## config.mk

```make
export PLATFORM = sky130hd
export DESIGN_NAME = mux_seq_nw
export DESIGN_NICKNAME = d
export VERILOG_FILES = /design/src/rtl/mux_seq_nw.sv
export SDC_FILE = /design/constraint.sdc
export NUM_CORES = 1
export LEC_CHECK = 0
export BUFFER_PORTS_ARGS = -buffer_cell sky130_fd_sc_hd__buf_2
export CAP_MARGIN = 20
export CORE_MARGIN = 5
export CORE_UTILIZATION = 42
export DETAILED_ROUTE_END_ITERATION = 10
export PLACE_DENSITY = 0.81
export SLEW_MARGIN = 20
export SYNTH_ARGS = -nofsm -noshare
export SYNTH_HDL_FRONTEND = slang
export SYNTH_SLANG_ARGS = --single-unit
```

## constraint.sdc

```tcl
create_clock -name clk -period 3.31 [get_ports clk]
set_input_delay 0.8275 -clock clk [delete_from_list [all_inputs] [get_ports clk]]
set_output_delay 0.8275 -clock clk [all_outputs]
set_load 0.01 [all_outputs]
```

## src/rtl/mux_seq_nw.sv

```systemverilog
// mux_seq_nw: registered N-channel, W-bit multiplexer with a valid/ready
// output handshake. Manual mode sends one beat from the selected channel.
// Scan mode sends channels 0..N-1 as a burst with no bubbles.
// Optional feature: define MUX_SEQ_PARITY_EN to add the registered
// even-parity output out_par.
module mux_seq_nw #(
    parameter int N = 16,
    parameter int W = 8,
    localparam int SELW = (N > 1) ? $clog2(N) : 1
) (
    input  logic              clk,
    input  logic              rst,
    input  logic [N*W-1:0]    in_data,
    input  logic [SELW-1:0]   sel,
    input  logic              mode,
    input  logic              start,
    output logic [W-1:0]      out_data,
    output logic [SELW-1:0]   out_ch,
    output logic              out_valid,
    input  logic              out_ready,
    output logic              out_err,
    output logic              busy,
    output logic              done
`ifdef MUX_SEQ_PARITY_EN
    ,
    output logic              out_par
`endif
);

    typedef enum logic [1:0] {
        IDLE,
        SEND,
        DONE
    } state_t;

    // The channel count is one bit wider than an index, so that the
    // out-of-range test (idx >= N) can be done without overflow.
    localparam logic [SELW:0]   NUM  = (SELW+1)'(N);
    localparam logic [SELW-1:0] LAST = SELW'(N - 1);

    state_t          state;
    state_t          state_next;
    logic [SELW-1:0] idx;
    logic [SELW-1:0] idx_next;
    logic            scan;
    logic            scan_next;
    logic [W-1:0]    data_next;
    logic            valid_next;
    logic            err_next;
    logic            done_next;
    logic            load;

    // Picks channel k from the flat input bus; indexes at or above N read as zero.
    function automatic logic [W-1:0] slice_of(input logic [SELW-1:0] k,
                                              input logic [N*W-1:0] d);
        logic [W-1:0] r;
        r = '0;
        for (int i = 0; i < N; i++) begin
            if (int'(k) == i) begin
                r = d[i*W +: W];
            end
        end
        return r;
    endfunction

    // The beat index doubles as the reported channel number.
    assign out_ch = idx;
    assign busy   = (state != IDLE);

    // Next-state and next-beat logic. A beat is (re)loaded only when it is
    // created: on an accepted start, or on a scan handshake that is not the
    // last one, so a stalled beat is never disturbed by in_data changes.
    // DONE is held for two cycles: the first raises the registered done
    // flag, the second lets it be seen for exactly one cycle before IDLE.
    always_comb begin
        state_next = state;
        idx_next   = idx;
        scan_next  = scan;
        data_next  = out_data;
        valid_next = out_valid;
        err_next   = out_err;
        done_next  = 1'b0;
        load       = 1'b0;

        case (state)
            IDLE: begin
                if (start) begin
                    idx_next   = mode ? '0 : sel;
                    scan_next  = mode;
                    valid_next = 1'b1;
                    load       = 1'b1;
                    state_next = SEND;
                end
            end
            SEND: begin
                if (out_valid && out_ready) begin
                    if (!scan || idx == LAST) begin
                        valid_next = 1'b0;
                        state_next = DONE;
                    end else begin
                        idx_next = idx + 1'b1;
                        load     = 1'b1;
                    end
                end
            end
            DONE: begin
                if (!done) begin
                    done_next = 1'b1;
                end else begin
                    state_next = IDLE;
                end
            end
            default: begin
                state_next = IDLE;
            end
        endcase

        if (load) begin
            data_next = slice_of(idx_next, in_data);
            err_next  = ({1'b0, idx_next} >= NUM);
        end
    end

    // FSM state register.
    always_ff @(posedge clk or posedge rst) begin
        if (rst) begin
            state <= IDLE;
        end else begin
            state <= state_next;
        end
    end

    // Beat datapath registers: index, scan flag and the output beat itself.
    always_ff @(posedge clk or posedge rst) begin
        if (rst) begin
            idx       <= '0;
            scan      <= 1'b0;
            out_data  <= '0;
            out_valid <= 1'b0;
            out_err   <= 1'b0;
            done      <= 1'b0;
        end else begin
            idx       <= idx_next;
            scan      <= scan_next;
            out_data  <= data_next;
            out_valid <= valid_next;
            out_err   <= err_next;
            done      <= done_next;
        end
    end

`ifdef MUX_SEQ_PARITY_EN
    // Parity tracks the data register, so it is held whenever the beat is held.
    always_ff @(posedge clk or posedge rst) begin
        if (rst) begin
            out_par <= 1'b0;
        end else begin
            out_par <= ^data_next;
        end
    end
`endif

endmodule

```

* Word-level counts from Yosys, hierarchy flattened
Index checks and enable logic that the tools add are counted.
Word-level totals: register bits 17, input bits 137, output and inout bits 16, word-level logic and storage cells 75
Cells by class: $add $sub $neg 1, equality and inequality tests 22, muxes and demuxes 36, reduce and logical (&&, ||, !) cells 10
Operators with widths (number):
- $mux 8 | 16
- $eq 4x4->1 const B | 9
- $eq 4x3->1 const B | 4
- $mux 4 | 4
- $eq 4x2->1 const B | 2
- $mux 1 | 8
- $mux 2 | 4
- $ne 2x2->1 const B | 4
- $pmux 4 s2 | 1
- $reduce_and 4->1 | 2
- $pmux 2 s3 | 1
- $add 4x1->4 const B | 1
- $eq 4x1->1 const B | 1
- $logic_not 4->1 | 1
- $pmux 1 s2 | 2
- $reduce_bool 2->1 | 2
- $eq 2x1->1 const B | 1
- $eq 2x2->1 const B | 1
- $logic_not 2->1 | 1
- $reduce_and 2->1 | 1
- $logic_and 1x1->1 | 1
- $logic_not 1->1 | 1
- $logic_or 1x1->1 | 1

* Longest topological paths before layout
depth in word-level cells 22, mapped depth 14

* Worst setup path before layout
No wires, ideal clock.
path kind input-to-reg, start point input out_ready, end point register out_data[6], library setup time 0.124 ns, data arrival time 2.746 ns, required time 3.186 ns, path slack 0.440 ns, stages 12, path buffers 3, path through and3_1 > buf_2 > a311o_1 > and3_1 > buf_2 > inv_2 > buf_4 > mux2i_1 > o2bb2ai_1 > a221oi_1 > nor3_1 > o31a_1
Between the ends: word-level cells in the longest chain between the ends 20, elaborated cells between the ends (all ways) 37, those cells by class eq/ne (15); mux (20); reduce/logical (2)
RTL lines:
- start: declaration | line 20 | input logic out_ready,
- $logic_and 1x1->1 (*) | line 96 | if (out_valid && out_ready) begin
- $mux 4 | line 96
- $pmux 4 s2 | line 85 | case (state)
- $logic_not 4->1 | line 59 | if (int'(k) == i) begin
- $mux 8 (16 in a row) | line 59
- end signal: assignment | line 145 | out_data <= data_next;
- end: declaration | line 17 | output logic [W-1:0] out_data,
Mark *: on every way between the ends. The rest lies on a longest branch, timed or not. A chain may end at the register's enable or synchronous reset.

* Final worst setup path
start point input out_ready, end point register out_data[2]
The elaborated chain is that of the path after synthesis.

==> results by group <==
Status
  – Status: completed

STA
  – Peak Freq: 338 MHz
  – Fin crit share: 89.5%
  – Setup violators final: 0
  – Final hold violations: 0
  – Clock skew: 0.00957 ns
  – Clock period minus worst slack: 2.96 ns
  – Worst slew margin: 53.8%
  – Worst-margin pin slew: 0.692 ns
  – Slew Limit Fails: 0
  – RSZ-0062 raised after global routing: no
  – Final worst slack: 0.348 ns
  – Setup TNS: 0 ns

Power and ir drop
  – Worst-case vdd ir drop: 0.000428 V
  – Pwr Density: 929 nW/um^2
  – Pleak: 1.51 nW
  – Int Power: 1.30 mW
  – Clock power frac: 5.6%
  – Net Sw Power: 1.56 mW
  – Power Total: 2.86 mW
  – Gate power share: 79.9%
  – Switching share of power: 54.5%
  – Sequential share of power: 14.5%

Critical path
  – CP endpoint kind: flip-flop
  – CP dominant cell by count: and3_1
  – Worst endpoint required time: 3.49 ns
  – Critical path type: in2reg
  – CP bufs+invs: 3
  – CP max stage delay: 0.37 ns
  – Critical Path AT: 3.14 ns
  – CP delay by family, top: compound AO/OA/AOI/OAI gates
  – Worst setup SP type: input pin
  – Crit path max-delay cell type: a311o_1
  – Critical path cell sequence: buf_2 > and3_1 > a311o_1 > and3_2 > inv_2 > buf_4 > nand2_1 > and3_1 > a311oi_1 > o21ai_0 > a31oi_1
  – Maximum fanout along the worst path: 24

Synth
  – Asr flop ratio synth: 100%
  – Synth Area per Inst: 6.63 sq um
  – Number of flops mapped to enable cells by yosys: 0
  – Part of the Yosys area used for sequential elements: 19.3%
  – FF+latch count, synth: 17
  – Mapped Area: 2200 sq um
  – Number of warnings issued by yosys: 0
  – Synth Area in Simple Gates: 32.7%
  – Post-Synth XOR/XNOR Area: 0%
  – Mapped Cells: 332
  – Main combinational cell family by area after synthesis: compound AO/OA/AOI/OAI gates
  – Adder-cell area share of the yosys netlist: 0.569%
  – Mux contribution to synthesized area: 2.79%
  – Cell variety after synth: 64
  – Syn nets: 470
  – Synth Area in Compound Gates: 35.9%
  – Synth Flop Type: dfrtp_1

Clocking
  – CTS sink cnt: 17
  – Clock tree from TritonCTS: done
  – CTS Buffer Depth: 2
  – Hold buffer count at CTS: 0
  – # resized after CTS: 0
  – Clk root buf: clkbuf_8
  – Post-CTS Setup Inserts: 0
  – Clock buffer count from CTS: 3
  – Clock transition at the registers of the reported paths: 0.07 ns
  – H-tree levels: 1
  – Clock latency at the later pin of the worst-skew pair: 0.26 ns

GRT
  – Initial antenna violation count: 0
  – Vias in the first global route: 3109
  – Largest net degree at the start of global routing: 27
  – Total GRT Usage: 27.4%
  – GRT overflow: 0
  – Wire length of the first global-routing pass: 14.4 mm

Min path
  – Min-Delay Path Class: reg2reg

Floorplan
  – Die H: 82.4 um
  – Initial Utilization: 43.1%
  – Site Rows: 26
  – Die X: 82.4 um
  – Area of the core: 5110 sq um
  – I/O pin total: 153
  – DIE AREA: 6780 sq um

Detailed routing
  – Vias per Instance: 5.96
  – Drt total wl: 9.36 mm
  – Top sig layer: met4
  – Wire per inst: 17.1 um
  – Antenna viol nets, final: 0
  – Vias: 3261
  – Met1 wire length: 3.55 mm
  – Met2 WL: 4.55 mm
  – Total iterations of the first detailed-routing run: 5
  – DRC viols: 0
  – Detail Route met3 WL: 978 um
  – Initial DRC Count: 284

Placement
  – Post-Place Setup Slack: 0.124 ns
  – RD Place Congestion: 1.04
  – DP HPWL: 7.60 mm
  – I/O Buffers: 151

Layout
  – Nets@finish: 616
  – Area Overhead vs Synth: 39.9%
  – Share of layout cells above drive strength 1: 39.2%
  – Antenna Diode Count: 0
  – Final core utilization: 60.3%
  – Fill cells: 508

Run
  – Max-Cap Viols: 0
[path summary, 6_finish.rpt]
| check | from | endpoint | slack (ns) | cells after the start |
|---|---|---|---|---|
| min | done | done | 0.43 | 1 |
| min reg2reg | done | done | 0.43 | 1 |
| max | out_ready | out_data[2] | 0.35 | 11 |
| max in group asynchronous | rst | state[1] | 2.20 | 2 |
| min in group asynchronous | rst | out_data[2] | 0.66 | 2 |
| max reg2reg | out_ch[1] | out_data[2] | 0.45 | 11 |
[registers in the layout (all words and copies together) (netlist names)]
register / cells
out_valid: 1
done: 1
scan: 1
out_ch: 4
out_data: 8
state: 2
[synth_stat cells (2+ instances only)]
master / instances / area, sq um
inv_1: 7 / 26.3
o22ai_1: 5 / 31.3
a221oi_1: 4 / 35.0
a311oi_1: 5 / 43.8
nand2b_1: 2 / 12.5
nand3_1: 24 / 120
a32o_1: 3 / 30.0
a31oi_1: 8 / 50.1
clkbuf_1: 6 / 22.5
o2111ai_1: 2 / 17.5
buf_2: 15 / 75.1
nor2b_1: 4 / 25.0
a311o_1: 2 / 20.0
buf_4: 5 / 37.5
dfrtp_1: 17 / 425
nor3_1: 5 / 25.0
or2_2: 2 / 12.5
a22oi_1: 7 / 52.6
inv_2: 2 / 7.51
o2bb2ai_1: 3 / 26.3
o31ai_1: 2 / 15.0
nor2_1: 23 / 86.3
o221ai_1: 3 / 26.3
buf_1: 2 / 7.51
o21a_1: 2 / 15.0
a21boi_0: 2 / 15.0
a21oi_1: 28 / 140
o211ai_1: 3 / 22.5
a211oi_1: 3 / 22.5
nand2_1: 76 / 285
o21ai_0: 18 / 90.1
mux2i_1: 5 / 50.1
and3_1: 6 / 37.5
[power by group through the flow]
| stage | clock, mW | combinational, mW | sequential (mW) |
|---|---|---|---|
| finish | 0.160 | 2.29 | 0.413 |
| floorplan | 0 | 1.61 | 0.410 |
| global route | 0.173 | 2.50 | 0.427 |
| detailed placement | 0 | 2.23 | 0.417 |
| global placement | 0 | 2.20 | 0.412 |
| CTS | 0.164 | 2.24 | 0.412 |
[through the flow]
step,hold WS [ns],instances,cell area [sq um]
final,0.433,547,3080
after floorplan,0.480,332,2200
after detailed placement,0.424,543,3030
after global placement,0.424,543,3030
after global routing,0.444,547,3080
after CTS,0.435,547,3080
[layout make-up]
class | count | area [sq um] | share of cell area, %
Sequential cell | 17 | 425 | 13.8
Timing Repair Buffer | 170 | 898 | 29.2
Tap cell | 70 | 87.6 | 2.85
Clock buffer | 4 | 45.0 | 1.46
Multi-Input combinational cell | 277 | 1590 | 51.6
Inverter | 9 | 33.8 | 1.10
[per-layer routing]
layer,track usage [%],vias to the layer above
met4,9.80,0
met1,34.6,1510
met5,0,-
li1,-,1505
met2,46.1,214
met3,5.10,32
[cells in the final DEF, fill, tap and decap left out, types with 7 or more instances in the layout]
cell / netlist / layout
a21oi_1: 28 / 28
a22oi_1: 7 / 7
a31oi_1: 8 / 8
buf_2: 15 / 151
buf_4: 5 / 19
dfrtp_1: 17 / 17
inv_1: 7 / 7
nand2_1: 76 / 76
nand3_1: 24 / 24
nor2_1: 23 / 23
o21ai_0: 18 / 18
[kinds of logic after synthesis]
logic type / count (synthesis)
AOI/OAI and AO/OA: 115
adders and majority gates: 1
buffers and inverters: 38
DFF: 17
muxes: 6
other: 1
and+or+nand+nor: 154
Note: power is estimated with default switching activity, not from simulation.
